**config.mk**
```make
export PLATFORM = sky130hd
export DESIGN_NAME = gbus_host_ctrl
export DESIGN_NICKNAME = d
export VERILOG_FILES = /design/src/rtl/gbus_host_ctrl.sv
export SDC_FILE = /design/constraint.sdc
export NUM_CORES = 1
export LEC_CHECK = 0
export CORE_AREA = 8 8 575 577
export CTS_CLUSTER_DIAMETER = 200
export DETAILED_ROUTE_END_ITERATION = 8
export DIE_AREA = 0 0 583 585
export PLACE_DENSITY = 0.41
export REMOVE_ABC_BUFFERS = 1
export SLEW_MARGIN = 10
export SYNTH_ARGS = -nofsm -noshare
export SYNTH_HDL_FRONTEND = slang
export SYNTH_SLANG_ARGS = --single-unit
```
**constraint.sdc**
```tcl
create_clock -name clk -period 4.54 [get_ports clk]
set_input_delay 0.681 -clock clk [delete_from_list [all_inputs] [get_ports clk]]
set_output_delay 0.681 -clock clk [all_outputs]
set_load 0.02 [all_outputs]
```
**src/rtl/gbus_host_ctrl.sv**
```systemverilog
// gbus_host_ctrl: host-side GBUS initiator.
// Converts burst write/read commands to one head/column into registered GBUS drive.
// Read returns are collected into a credit-protected first-word-fall-through response FIFO.
// Ports:
//   clk, rstn                  clock, asynchronous active-low reset
//   cmd_*                      command channel (valid/ready, write, head, col, addr, len)
//   wr_valid/wr_ready/wr_data  write-beat channel
//   rsp_valid/rsp_ready/rsp_data  read-response channel
//   busy, err_unexp            activity flag, sticky unexpected-return flag
//   in_GBUS_ADDR, gbus_wen, gbus_wdata, gbus_ren  registered GBUS drive
//   gbus_rdata, gbus_rvalid    GBUS read returns
module gbus_host_ctrl #(
   parameter int unsigned HNUM      = 8,
   parameter int unsigned VNUM      = 8,
   parameter int unsigned GBUS_DATA = 64,
   parameter int unsigned GBUS_ADDR = 12,
   parameter int unsigned LEN_BIT   = 8,
   parameter int unsigned RSP_DEPTH = 4,
   localparam int unsigned HW = (HNUM > 1) ? $clog2(HNUM) : 1,
   localparam int unsigned VW = (VNUM > 1) ? $clog2(VNUM) : 1
) (
   input  logic                      clk,
   input  logic                      rstn,
   input  logic                      cmd_valid,
   output logic                      cmd_ready,
   input  logic                      cmd_write,
   input  logic [HW-1:0]             cmd_head,
   input  logic [VW-1:0]             cmd_col,
   input  logic [GBUS_ADDR-1:0]      cmd_addr,
   input  logic [LEN_BIT-1:0]        cmd_len,
   input  logic                      wr_valid,
   output logic                      wr_ready,
   input  logic [GBUS_DATA-1:0]      wr_data,
   output logic                      rsp_valid,
   input  logic                      rsp_ready,
   output logic [GBUS_DATA-1:0]      rsp_data,
   output logic                      busy,
   output logic                      err_unexp,
   output logic [HNUM*GBUS_ADDR-1:0] in_GBUS_ADDR,
   output logic [HNUM*VNUM-1:0]      gbus_wen,
   output logic [HNUM*GBUS_DATA-1:0] gbus_wdata,
   output logic [HNUM*VNUM-1:0]      gbus_ren,
   input  logic [HNUM*GBUS_DATA-1:0] gbus_rdata,
   input  logic [HNUM*VNUM-1:0]      gbus_rvalid
);

   localparam int unsigned PW = (RSP_DEPTH > 1) ? $clog2(RSP_DEPTH) : 1;
   localparam int unsigned CW = PW + 1;
   localparam logic [CW:0] DepthC = (CW+1)'(RSP_DEPTH);

   typedef enum logic [1:0] {StIdle, StWrite, StRead, StDrain} state_e;

   state_e state_q, state_d;

   logic [HW-1:0]        head_q, head_d;
   logic [VW-1:0]        col_q, col_d;
   logic [GBUS_ADDR-1:0] addr_q, addr_d;
   logic [LEN_BIT-1:0]   rem_q, rem_d;
   logic [CW-1:0]        outst_q, outst_d;
   logic                 err_q, err_d;

   logic [GBUS_DATA-1:0] mem_q [RSP_DEPTH];
   logic [PW-1:0]        wptr_q, wptr_d, rptr_q, rptr_d;
   logic [CW-1:0]        cnt_q, cnt_d;

   logic [HNUM*VNUM-1:0]      wen_q, wen_d, ren_q, ren_d;
   logic [HNUM*GBUS_ADDR-1:0] baddr_q, baddr_d;
   logic [HNUM*GBUS_DATA-1:0] wdata_q, wdata_d;

   logic                 wr_fire, rd_issue, credit;
   logic                 sel_rvalid, capture, push, pop;
   logic [GBUS_DATA-1:0] sel_rdata;
   logic [CW:0]          inflight;

   // ---------------- FSM: state register ----------------
   always_ff @(posedge clk or negedge rstn) begin
      if (!rstn) state_q <= StIdle;
      else       state_q <= state_d;
   end

   // ---------------- FSM: next state ----------------
   always_comb begin
      state_d = state_q;
      unique case (state_q)
         StIdle:  if (cmd_valid) state_d = cmd_write ? StWrite : StRead;
         StWrite: if (wr_fire && rem_q == '0) state_d = StIdle;
         StRead:  if (rd_issue && rem_q == '0) state_d = StDrain;
         StDrain: if (outst_q == '0) state_d = StIdle;
         default: state_d = StIdle;
      endcase
   end

   // ---------------- FSM: outputs ----------------
   // Credit counts both reads in flight and buffered responses, so the FIFO never overflows.
   assign inflight = {1'b0, outst_q} + {1'b0, cnt_q};
   assign credit   = inflight < DepthC;

   always_comb begin
      cmd_ready = (state_q == StIdle);
      wr_ready  = (state_q == StWrite);
      rd_issue  = (state_q == StRead) && credit;
      wr_fire   = wr_ready && wr_valid;
      busy      = (state_q != StIdle) || (outst_q != '0);
   end

   // ---------------- Return selection ----------------
   always_comb begin
      sel_rvalid = 1'b0;
      sel_rdata  = '0;
      for (int unsigned h = 0; h < HNUM; h++) begin
         if (head_q == HW'(h)) begin
            sel_rdata = gbus_rdata[h*GBUS_DATA +: GBUS_DATA];
            for (int unsigned v = 0; v < VNUM; v++) begin
               if (col_q == VW'(v)) sel_rvalid = gbus_rvalid[h*VNUM + v];
            end
         end
      end
   end

   assign capture = sel_rvalid && (outst_q != '0);
   assign push    = capture;
   assign pop     = rsp_valid && rsp_ready;

   // ---------------- Datapath next state ----------------
   always_comb begin
      head_d  = head_q;
      col_d   = col_q;
      addr_d  = addr_q;
      rem_d   = rem_q;
      outst_d = outst_q;
      err_d   = err_q || (sel_rvalid && (outst_q == '0));
      wptr_d  = wptr_q;
      rptr_d  = rptr_q;
      cnt_d   = cnt_q;

      if (cmd_ready && cmd_valid) begin
         head_d = cmd_head;
         col_d  = cmd_col;
         addr_d = cmd_addr;
         rem_d  = cmd_len;
      end else if (wr_fire || rd_issue) begin
         addr_d = addr_q + GBUS_ADDR'(1);
         rem_d  = rem_q - LEN_BIT'(1);
      end

      // Simultaneous issue and capture cancel out.
      if (rd_issue && !capture)      outst_d = outst_q + CW'(1);
      else if (!rd_issue && capture) outst_d = outst_q - CW'(1);

      if (push) wptr_d = wptr_q + PW'(1);
      if (pop)  rptr_d = rptr_q + PW'(1);
      if (push && !pop)      cnt_d = cnt_q + CW'(1);
      else if (!push && pop) cnt_d = cnt_q - CW'(1);
   end

   // ---------------- Bus drive next state ----------------
   // Only the selected head row carries address/data; idle cycles drive zeros.
   always_comb begin
      wen_d   = '0;
      ren_d   = '0;
      baddr_d = '0;
      wdata_d = '0;
      for (int unsigned h = 0; h < HNUM; h++) begin
         if (head_q == HW'(h)) begin
            if (wr_fire || rd_issue) baddr_d[h*GBUS_ADDR +: GBUS_ADDR] = addr_q;
            if (wr_fire)             wdata_d[h*GBUS_DATA +: GBUS_DATA] = wr_data;
            for (int unsigned v = 0; v < VNUM; v++) begin
               if (col_q == VW'(v)) begin
                  wen_d[h*VNUM + v] = wr_fire;
                  ren_d[h*VNUM + v] = rd_issue;
               end
            end
         end
      end
   end

   // ---------------- Registers ----------------
   always_ff @(posedge clk or negedge rstn) begin
      if (!rstn) begin
         head_q  <= '0;
         col_q   <= '0;
         addr_q  <= '0;
         rem_q   <= '0;
         outst_q <= '0;
         err_q   <= 1'b0;
         wptr_q  <= '0;
         rptr_q  <= '0;
         cnt_q   <= '0;
         wen_q   <= '0;
         ren_q   <= '0;
         baddr_q <= '0;
         wdata_q <= '0;
      end else begin
         head_q  <= head_d;
         col_q   <= col_d;
         addr_q  <= addr_d;
         rem_q   <= rem_d;
         outst_q <= outst_d;
         err_q   <= err_d;
         wptr_q  <= wptr_d;
         rptr_q  <= rptr_d;
         cnt_q   <= cnt_d;
         wen_q   <= wen_d;
         ren_q   <= ren_d;
         baddr_q <= baddr_d;
         wdata_q <= wdata_d;
      end
   end

   // FIFO storage needs no reset; validity is tracked by cnt_q.
   always_ff @(posedge clk) begin
      if (push) mem_q[wptr_q] <= sel_rdata;
   end

   assign rsp_valid    = (cnt_q != '0);
   assign rsp_data     = mem_q[rptr_q];
   assign err_unexp    = err_q;
   assign in_GBUS_ADDR = baddr_q;
   assign gbus_wen     = wen_q;
   assign gbus_ren     = ren_q;
   assign gbus_wdata   = wdata_q;

endmodule

```
# Word level (Yosys, flattened, before mapping)
# Memories as Yosys holds them, arrays and structs flattened.
# Index checks and enable logic that the tools add are counted.
[word_totals] regBits=775 ram_bits=256 in_bits=672 out_inout_bits=805 memories=1
[op_classes] addsub=9 n_lt_le_gt_ge=1 n_eq_ne=21 muxes=146 n_reduce_logical=30
[memory_table] name="mem_q" words=4 word_bits=64 rd=1 rd_ports_with_merged_regs=0 write_ports=1 line_no="62" rtl="logic [GBUS_DATA-1:0] mem_q [RSP_DEPTH];"
[ops] op="64-bit 2-to-1 mux" count=17
[ops] op="8-bit 2-to-1 mux" count=18
[ops] op="12-bit 2-to-1 mux" count=11
[ops] op="1-bit 2-to-1 mux" count=90
[ops] op="3-bit == test, second input constant" count=8
[ops] op="12-bit by 1-bit adder with 12-bit output, second input constant" count=1
[ops] op="3-bit by 2-bit == test with 1-bit output, second input constant" count=4
[ops] op="1-bit logical AND" count=12
[ops] op="3-bit 2-to-1 mux" count=4
[ops] op="2-bit 2-to-1 mux" count=5
[ops] op="3-bit zero test" count=3
[ops] op="8-bit zero test" count=1
[ops] op="2-bit one-hot mux with 4 select lines" count=1
[ops] op="2-bit nonzero test" count=4
[ops] op="8-bit by 1-bit subtractor with 8-bit output, second input constant" count=1
[ops] op="3-bit by 1-bit adder with 3-bit output, second input constant" count=2
[ops] op="3-bit by 1-bit == test with 1-bit output, second input constant" count=2
[ops] op="2-bit inequality test, second input constant" count=3
[ops] op="3-bit nonzero test" count=2
[ops] op="3-bit by 1-bit subtractor with 3-bit output, second input constant" count=2
[ops] op="2-bit by 1-bit adder with 2-bit output, second input constant" count=2
[ops] op="3-bit by 3-bit adder with 4-bit output" count=1
[ops] op="2-bit == test, second input constant" count=2
[ops] op="4-bit by 3-bit < comparator with 1-bit output, second input constant" count=1
[ops] op="other kinds (6)" count=10

# Depth between registers and ports, before layout
# Gate-level depths: netlist of the first run.
[depth] ltp_word=78 ltp_mapped=16 depth_no_buf=13

# Worst setup path before layout of the first run
# OpenSTA, ideal clock, no wires.
[synth_path] path_kind="input-to-reg" startpoint="in gbus_rvalid[37]" endpoint="mem mem_q[0][0], enable pin" setup_time_ns=0.429 arrival_ns=3.269 path_slack_ns=0.842 cell_stages=6 cell_sequence="mux4_2 and2_1 nor3_1 or3_1 o21ai_2 and2_1"
[synth_between] elab_chain_cells=34
[synth_lines] element="start: declaration" line_no="44" rtl="input logic [HNUM*VNUM-1:0] gbus_rvalid"
[synth_lines] element="1-bit 2-to-1 mux * (3 in series)" line_no="114" rtl="if (col_q == VW'(v)) sel_rvalid = gbus_rvalid[h*VNUM + v];"
[synth_lines] element="1-bit 2-to-1 mux *" line_no="111" rtl="if (head_q == HW'(h)) begin"
[synth_lines] element="1-bit 2-to-1 mux (8 in series)" line_no="114"
[synth_lines] element="1-bit 2-to-1 mux *" line_no="111"
[synth_lines] element="1-bit 2-to-1 mux (8 in series)" line_no="114"
[synth_lines] element="1-bit 2-to-1 mux *" line_no="111"
[synth_lines] element="1-bit 2-to-1 mux (8 in series)" line_no="114"
[synth_lines] element="1-bit 2-to-1 mux *" line_no="111"
[synth_lines] element="1-bit logical AND *" line_no="120" rtl="assign capture = sel_rvalid && (outst_q != '0);"
[synth_lines] element="named net capture" line_no="71" rtl="logic sel_rvalid, capture, push, pop;"
[synth_lines] element="1-bit 2-to-1 mux *" line_no="212" rtl="if (push) mem_q[wptr_q] <= sel_rdata;"
[synth_lines] element="1-bit 2-to-1 mux (implied by the code) *" line_no="212"
[synth_lines] element="end: declaration" line_no="62"
# The timed path passes the listed nets; every way through them passes the cells marked *.

# Worst setup path in the final report of the first run
[layout_path] startpoint="reg col_q[0]" endpoint="reg cnt_q[1]"
[layout_between] elab_cells_between_ends=86
[layout_rtl] element="start: declaration" line_no="56" rtl="logic [VW-1:0] col_q, col_d;"
[layout_rtl] element="start signal: assignment" line_no="195" rtl="col_q <= col_d;"
[layout_rtl] element="3-bit zero test" line_no="114"
[layout_rtl] element="1-bit 2-to-1 mux (8 in series)" line_no="114"
[layout_rtl] element="1-bit 2-to-1 mux" line_no="111"
[layout_rtl] element="1-bit 2-to-1 mux (8 in series)" line_no="114"
[layout_rtl] element="1-bit 2-to-1 mux" line_no="111"
[layout_rtl] element="1-bit 2-to-1 mux (8 in series)" line_no="114"
[layout_rtl] element="1-bit 2-to-1 mux" line_no="111"
[layout_rtl] element="1-bit 2-to-1 mux (8 in series)" line_no="114"
[layout_rtl] element="(+27 left out)"
[layout_rtl] element="1-bit 2-to-1 mux" line_no="111"
[layout_rtl] element="1-bit 2-to-1 mux (8 in series)" line_no="114"
[layout_rtl] element="1-bit 2-to-1 mux *" line_no="111"
[layout_rtl] element="1-bit logical AND *" line_no="120"
[layout_rtl] element="named net capture" line_no="71"
[layout_rtl] element="1-bit logical AND *" line_no="152" rtl="if (push && !pop) cnt_d = cnt_q + CW'(1);"
[layout_rtl] element="3-bit 2-to-1 mux *" line_no="152"
[layout_rtl] element="named net cnt_d[1]" line_no="64" rtl="logic [CW-1:0] cnt_q, cnt_d;"
[layout_rtl] element="end signal: assignment" line_no="202" rtl="cnt_q <= cnt_d;"
[layout_rtl] element="end: declaration" line_no="64"
# Marked as above.
# A chain may end at the register's enable or synchronous reset.

==> summary.txt, run 1 <==
Route
  – Detail Route Antenna Nets: 0
  – Wire per inst: 25.9 µm
  – Vias: 29300
  – Initial DRC count: 1622
  – Drt first pass iters: 4
  – Wire length on met3: 21000 µm
  – DR top layer: met5
  – DRC: 0
  – Met2 WL: 111000 µm
  – M1 WL: 89400 µm
  – Drt total wl: 227000 µm
  – DR vias/cell: 3.35

STA
  – Skew final: 0.0971 ns
  – Worst-Margin Slew: 1.13 ns
  – Minimum clock period: 3.98 ns
  – Post-route clock period utilization: 87.8%
  – Final Hold Viols: 0
  – RSZ-0062 raised after global routing: no
  – Slew Limit Fails: 0
  – Maximum clock rate: 251 MHz
  – Endpoints failing setup: 0
  – Setup ws final: 0.555 ns
  – Slew Limit Headroom: 24.4%

Floorplan
  – Ports: 1477
  – Core Rows: 209
  – Die ar.: 341000 µm²
  – Die X: 583 µm
  – Starting Density: 11.9%
  – Core Area: 322000 µm²
  – Die boundary height: 585 µm

Synth
  – Post-synthesis cell type count: 66
  – FF+latch count, synth: 1031
  – Ys Warns: 0
  – Top FF cell, synth: dfrtp_1
  – EDFF count, synth: 256
  – Synthesized area per cell: 13.7 µm²
  – Sequential fraction of the synthesis area: 70.8%
  – FFs w/ async S/R, synth: 75.2%
  – Syn Inst Count: 2802
  – Post-Syn Area: 38300 µm²

Final layout
  – Nets: 4995
  – Share of cells above drive strength 1: 11.4%
  – Final std cells w/o fill: 8759
  – Syn-to-layout area delta: 64.5%
  – Fillers: 35100

Power and ir drop
  – Maximum vdd drop: 0.000377 V
  – Leakage: 24.4 nW
  – P per Cell Area: 579 nW/µm²
  – Pwr Total: 36.5 mW

CTS
  – Clock root buffer: clkbuf_16
  – Total CTS buffers: 123
  – Worst-Skew Late Latency: 0.85 ns
  – Sink Count: 1031
  – Clock transition at path regs: 0.06 ns
  – TritonCTS clock tree: yes
  – # H-tree levels: 3
  – Longest Clk Path Bufs: 4
  – Setup bufs post-CTS: 0

Global routing
  – Global-route wire length before repair: 295000 µm
  – Largest net degree at the start of global routing: 121
  – GRT Total Usage: 12.6%
  – Vias in the first global route: 31200
  – Antenna violations before repair: 80
  – Grt total ovfl: 0

Critical path
  – Worst endpoint data arrival time: 4.66 ns
  – Nature of the critical path endpoint: flop
  – CP Cell Sequence: buf_4 > mux2_2 > o22a_1 > o211ai_1 > a211oi_1 > a211oi_1 > o21ai_2 > buf_4 > buf_4 > ha_1 > inv_1 > fa_1 > mux2_2
  – Crit Path Class: reg2reg
  – Crit path largest cell delay: 0.73 ns
  – Slowest cell on crit path: dfrtp_2
  – Cell family with most CP delay: compound AO/OA/AOI/OAI gates
  – Worst path required time: 5.22 ns
  – CP bufs+invs: 4
  – CP dominant cell by count: buf_4
  – Max FO, Critical Path: 28
  – Type of origin of the critical path: flop

Placement
  – HPWL after DPL: 178000 µm
  – GPL Wtd Cong: 0.849
  – DP Worst Slack: 0.286 ns
  – Placed instance count: 8510
  – I/O Buffers: 1476

Run status
  – Status: complete, no violations

Hold path
  – Worst hold-check path type: in2reg

Run
  – Max capacitance violation total: 0
==> state kept, by name, indices dropped and copies added (netlist names) <==
name	count
addr_q	12
cnt_q	3
col_q	3
err_unexp	1
gbus_ren	64
gbus_wdata	512
gbus_wen	64
head_q	3
in_GBUS_ADDR	96
mem_q	256
outst_q	3
rem_q	8
rptr_q	2
state_q	2
wptr_q	2
==> path summary, 6_finish.rpt <==
path | endpoint | slack, ns | startpoint | depth (start not counted)
max in group asynchronous | in_GBUS_ADDR[74]$_DFF_PN0_ | 2.70 | rstn | 3
max reg2reg | cnt_q[1]$_DFFE_PN0P_ | 0.56 | col_q[0]$_DFFE_PN0P_ | 13
min | col_q[0]$_DFFE_PN0P_ | 0.36 | cmd_col[0] | 3
max | cnt_q[1]$_DFFE_PN0P_ | 0.56 | col_q[0]$_DFFE_PN0P_ | 13
min reg2reg | err_unexp$_DFF_PN0_ | 0.49 | err_unexp$_DFF_PN0_ | 1
min in group asynchronous | gbus_wdata[63]$_DFF_PN0_ | 0.45 | rstn | 2
==> layout make-up <==
class | count | area (µm²) | share of cell area, %
Sequential cell | 1031 | 27100 | 43.0
Multi-Input combinational cell | 1569 | 10500 | 16.6
Antenna cell | 28 | 70.1 | 0.111
Tap cell | 4325 | 5410 | 8.59
Clock inverter | 52 | 687 | 1.09
Timing Repair Buffer | 1571 | 15700 | 24.9
Inverter | 15 | 56.3 | 0.0894
Clock buffer | 168 | 3480 | 5.52
==> synthesized netlist by cell type (28+ instances only) <==
library cell / number / area share [%]
mux4_2: 114 / 6.7
nor2_1: 717 / 7.0
mux2i_1: 87 / 2.3
a21oi_1: 48 / 0.63
mux2_2: 59 / 1.7
and2_1: 67 / 1.1
a22o_1: 37 / 0.85
dfrtp_1: 775 / 51
o21ai_0: 28 / 0.37
clkbuf_1: 129 / 1.3
o221ai_1: 35 / 0.80
edfxtp_1: 256 / 20
nand2_1: 190 / 1.9
==> repair_timing <==
action                                 4_1_cts  5_1_grt
hold buffers                                 1        0
endpoints found under the hold margin       49        0
resized for setup                            0        0
==> worst min-delay path, cell delays in order <==
cell             delay, ns
clkdlybuf4s50_1       0.40
nand2_1               0.06
nand2_1               0.04
==> power by group <==
| group | internal (mW) | switching [mW] | total, mW |
|---|---|---|---|
| Combinational | 4.84 | 8.76 | 13.6 |
| Clock | 6.05 | 4.15 | 10.2 |
| Sequential | 11.7 | 1.01 | 12.7 |
| Total | 22.6 | 13.9 | 36.5 |
==> stage by stage <==
step	hold slack, ns	TNS [ns]	util (%)	cell area, µm²
floorplan	0.385	-4965.65	-	37500
global placement	0.485	-4.03	18.2	58700
detailed placement	0.480	0	18.2	58700
CTS	0.254	0	19.5	62900
global route	0.309	0	19.5	62900
finish	0.361	0	19.5	63000
==> kinds of logic after synthesis <==
kind of cell,synth area share [%]
multiplexers,10.8
AO/OA/AOI/OAI,3.78
XOR/XNOR,0.572
adder cells (fa/ha/maj),0.432
AND/OR/NAND/NOR,11.6
buffers and inverters,2.13
flip-flops,70.8
==> per-layer routing <==
metal | track usage (%) | vias to the layer above
li1 | - | 12600
met3 | 4.52 | 247
met4 | 3.16 | 12
met2 | 21.5 | 1264
met1 | 15.0 | 15200
met5 | 0 | -
==> layout by cell type, fill, tap and decap left out, types with 22 or more instances in the layout <==
cell,count
clkbuf_1,23
and3_1,22
diode_2,28
mux2_2,59
mux4_2,114
nand2_1,187
clkdlybuf4s50_1,1475
clkbuf_16,124
o21ai_0,28
edfxtp_1,256
and2_1,61
nor2_1,716
mux2i_1,87
dfrtp_1,769
a22o_1,37
buf_4,80
o221ai_1,35
a21oi_1,48
Power figures use the tool's default switching activity.
==> run 2, diff against run 1 <==
- CTS_CLUSTER_SIZE: unset -> 24
==> summary.txt, run 2 (synthesis gave the netlist of run 1 again) <==
STA
  – WHS: 0.447 ns
  – Slew Limit Headroom: 23.1%
  – Slew Limit Fails: 0
  – Final Hold Viols: 0
  – Worst-Margin Slew: 1.15 ns
  – Minimum clock period: 3.96 ns
  – Maximum clock rate: 253 MHz
  – Setup ws final: 0.580 ns
  – Post-route clock period utilization: 87.2%
  – TNS Setup: 0 ns
  – RSZ-0062 raised after global routing: no
  – Skew final: 0.0689 ns
  – Endpoints failing setup: 0

Critical path
  – Worst endpoint data arrival time: 4.56 ns
  – Nature of the critical path endpoint: flop
  – Crit Path Class: reg2reg
  – Max FO, Critical Path: 28
  – Type of origin of the critical path: flop
  – Worst path required time: 5.14 ns

Global routing
  – GRT Total Usage: 12.5%
  – Grt total ovfl: 0
  – Global-route wire length before repair: 292000 µm
  – Antenna violations before repair: 79
  – Vias in the first global route: 30400
  – Largest net degree at the start of global routing: 121

Floorplan
  – Die ar.: 341000 µm²
  – Starting Density: 11.9%
  – Die X: 583 µm
  – Die boundary height: 585 µm
  – Core Rows: 209
  – Core Area: 322000 µm²
  – Ports: 1477

Final layout
  – Commonest non-fill, non-tap cell in the layout: clkdlybuf4s50_1
  – Commonest non-fill, non-tap cells in the layout: clkdlybuf4s50_1 (1475), dfrtp_1 (769), nor2_1 (716), edfxtp_1 (256), nand2_1 (187)
  – Share of cells above drive strength 1: 8.62%
  – Max reg flops: 512
  – Syn-to-layout area delta: 57.6%
  – Post-route cell area: 60300 µm²
  – Nets: 4923

Power and ir drop
  – Maximum vdd drop: 0.000302 V
  – Leakage: 23.0 nW
  – P per Cell Area: 525 nW/µm²

CTS
  – Sink Count: 1031
  – Longest Clk Path Bufs: 3
  – TritonCTS clock tree: yes
  – Clock transition at path regs: 0.11 ns
  – # H-tree levels: 2
  – Clock root buffer: clkbuf_16
  – Total CTS buffers: 51
  – Worst-Skew Late Latency: 0.75 ns
  – Post_cts resized: 0

Route
  – Wire per inst: 26.1 µm
  – Detail Route Antenna Nets: 0
  – Initial DRC count: 1665
  – DR vias/cell: 3.34
  – Vias: 28800
  – Drt total wl: 225000 µm
  – DRC: 0
  – Drt first pass iters: 5

Run status
  – Status: complete, no violations

Placement
  – DP Area: 58700 µm²
  – HPWL after DPL: 178000 µm
  – DP Worst Slack: 0.286 ns
  – GPL Wtd Cong: 0.849
  – I/O Buffers: 1476

Hold path
  – Worst hold-check path type: in2reg

Run
  – Max capacitance violation total: 0
-- run 2: routing by layer --
layer  share of wire (%)  GRT usage (%)  vias up
li1                    -              -    12400
met1                  39           14.9    15000
met2                  49           21.3     1180
met3                 9.2           4.35      186
met4                 2.3           3.16       12
met5               0.040              0        -
-- run 2: cell type report --
type / instances / area (µm²)
inverter: 15 / 56.3
tap: 4325 / 5410
clock buffer: 63 / 1320
clock inverter: 9 / 174
timing repair buffer: 1571 / 15700
multi-input combinational: 1569 / 10500
antenna: 34 / 85.1
sequential: 1031 / 27100
fill: 35300 / 262000
-- run 2: what timing repair did --
| action | CTS | global route |
|---|---|---|
| hold buffers | 1 | 0 |
| hold endpoints to repair | 47 | 0 |
| setup buffers | 0 | 0 |
-- run 2: critical path: stages (launching register included) --
cell	delay [ns]
dfrtp_2	0.75
buf_4	0.26
mux2_2	0.34
o22a_1	0.18
o211ai_1	0.16
a211oi_1	0.11
a211oi_1	0.43
o21ai_2	0.21
buf_4	0.20
buf_4	0.16
ha_1	0.23
inv_1	0.07
fa_1	0.41
mux2_2	0.27
-- run 2: per-stage QoR --
stage,instances,utilization (%),power [mW]
detailed placement,8510,18.2,26.9
floorplan,2615,-,19.2
global route,8605,18.7,33.2
finish,8617,18.7,31.7
CTS,8583,18.7,32.5
global placement,8508,18.2,26.8
-- run 2: final timing paths --
check	start	endpoint	slack [ns]	cells past startpoint
setup / recovery	col_q[0]$_DFFE_PN0P_	cnt_q[1]$_DFFE_PN0P_	0.58	13
hold / removal	cmd_col[0]	col_q[0]$_DFFE_PN0P_	0.45	3
setup reg to reg	col_q[0]$_DFFE_PN0P_	cnt_q[1]$_DFFE_PN0P_	0.58	13
hold reg to reg	err_unexp$_DFF_PN0_	err_unexp$_DFF_PN0_	0.50	1
max in group asynchronous	rstn	in_GBUS_ADDR[78]$_DFF_PN0_	2.66	3
min in group asynchronous	rstn	gbus_wdata[63]$_DFF_PN0_	0.54	2
-- run 2: where the power goes --
part,switching [mW],internal (mW),leakage [nW]
clock,3.29,2.13,0.711
sequential,1.02,11.6,13.1
combinational,8.75,4.84,9.24
total,13.1,18.6,23.0
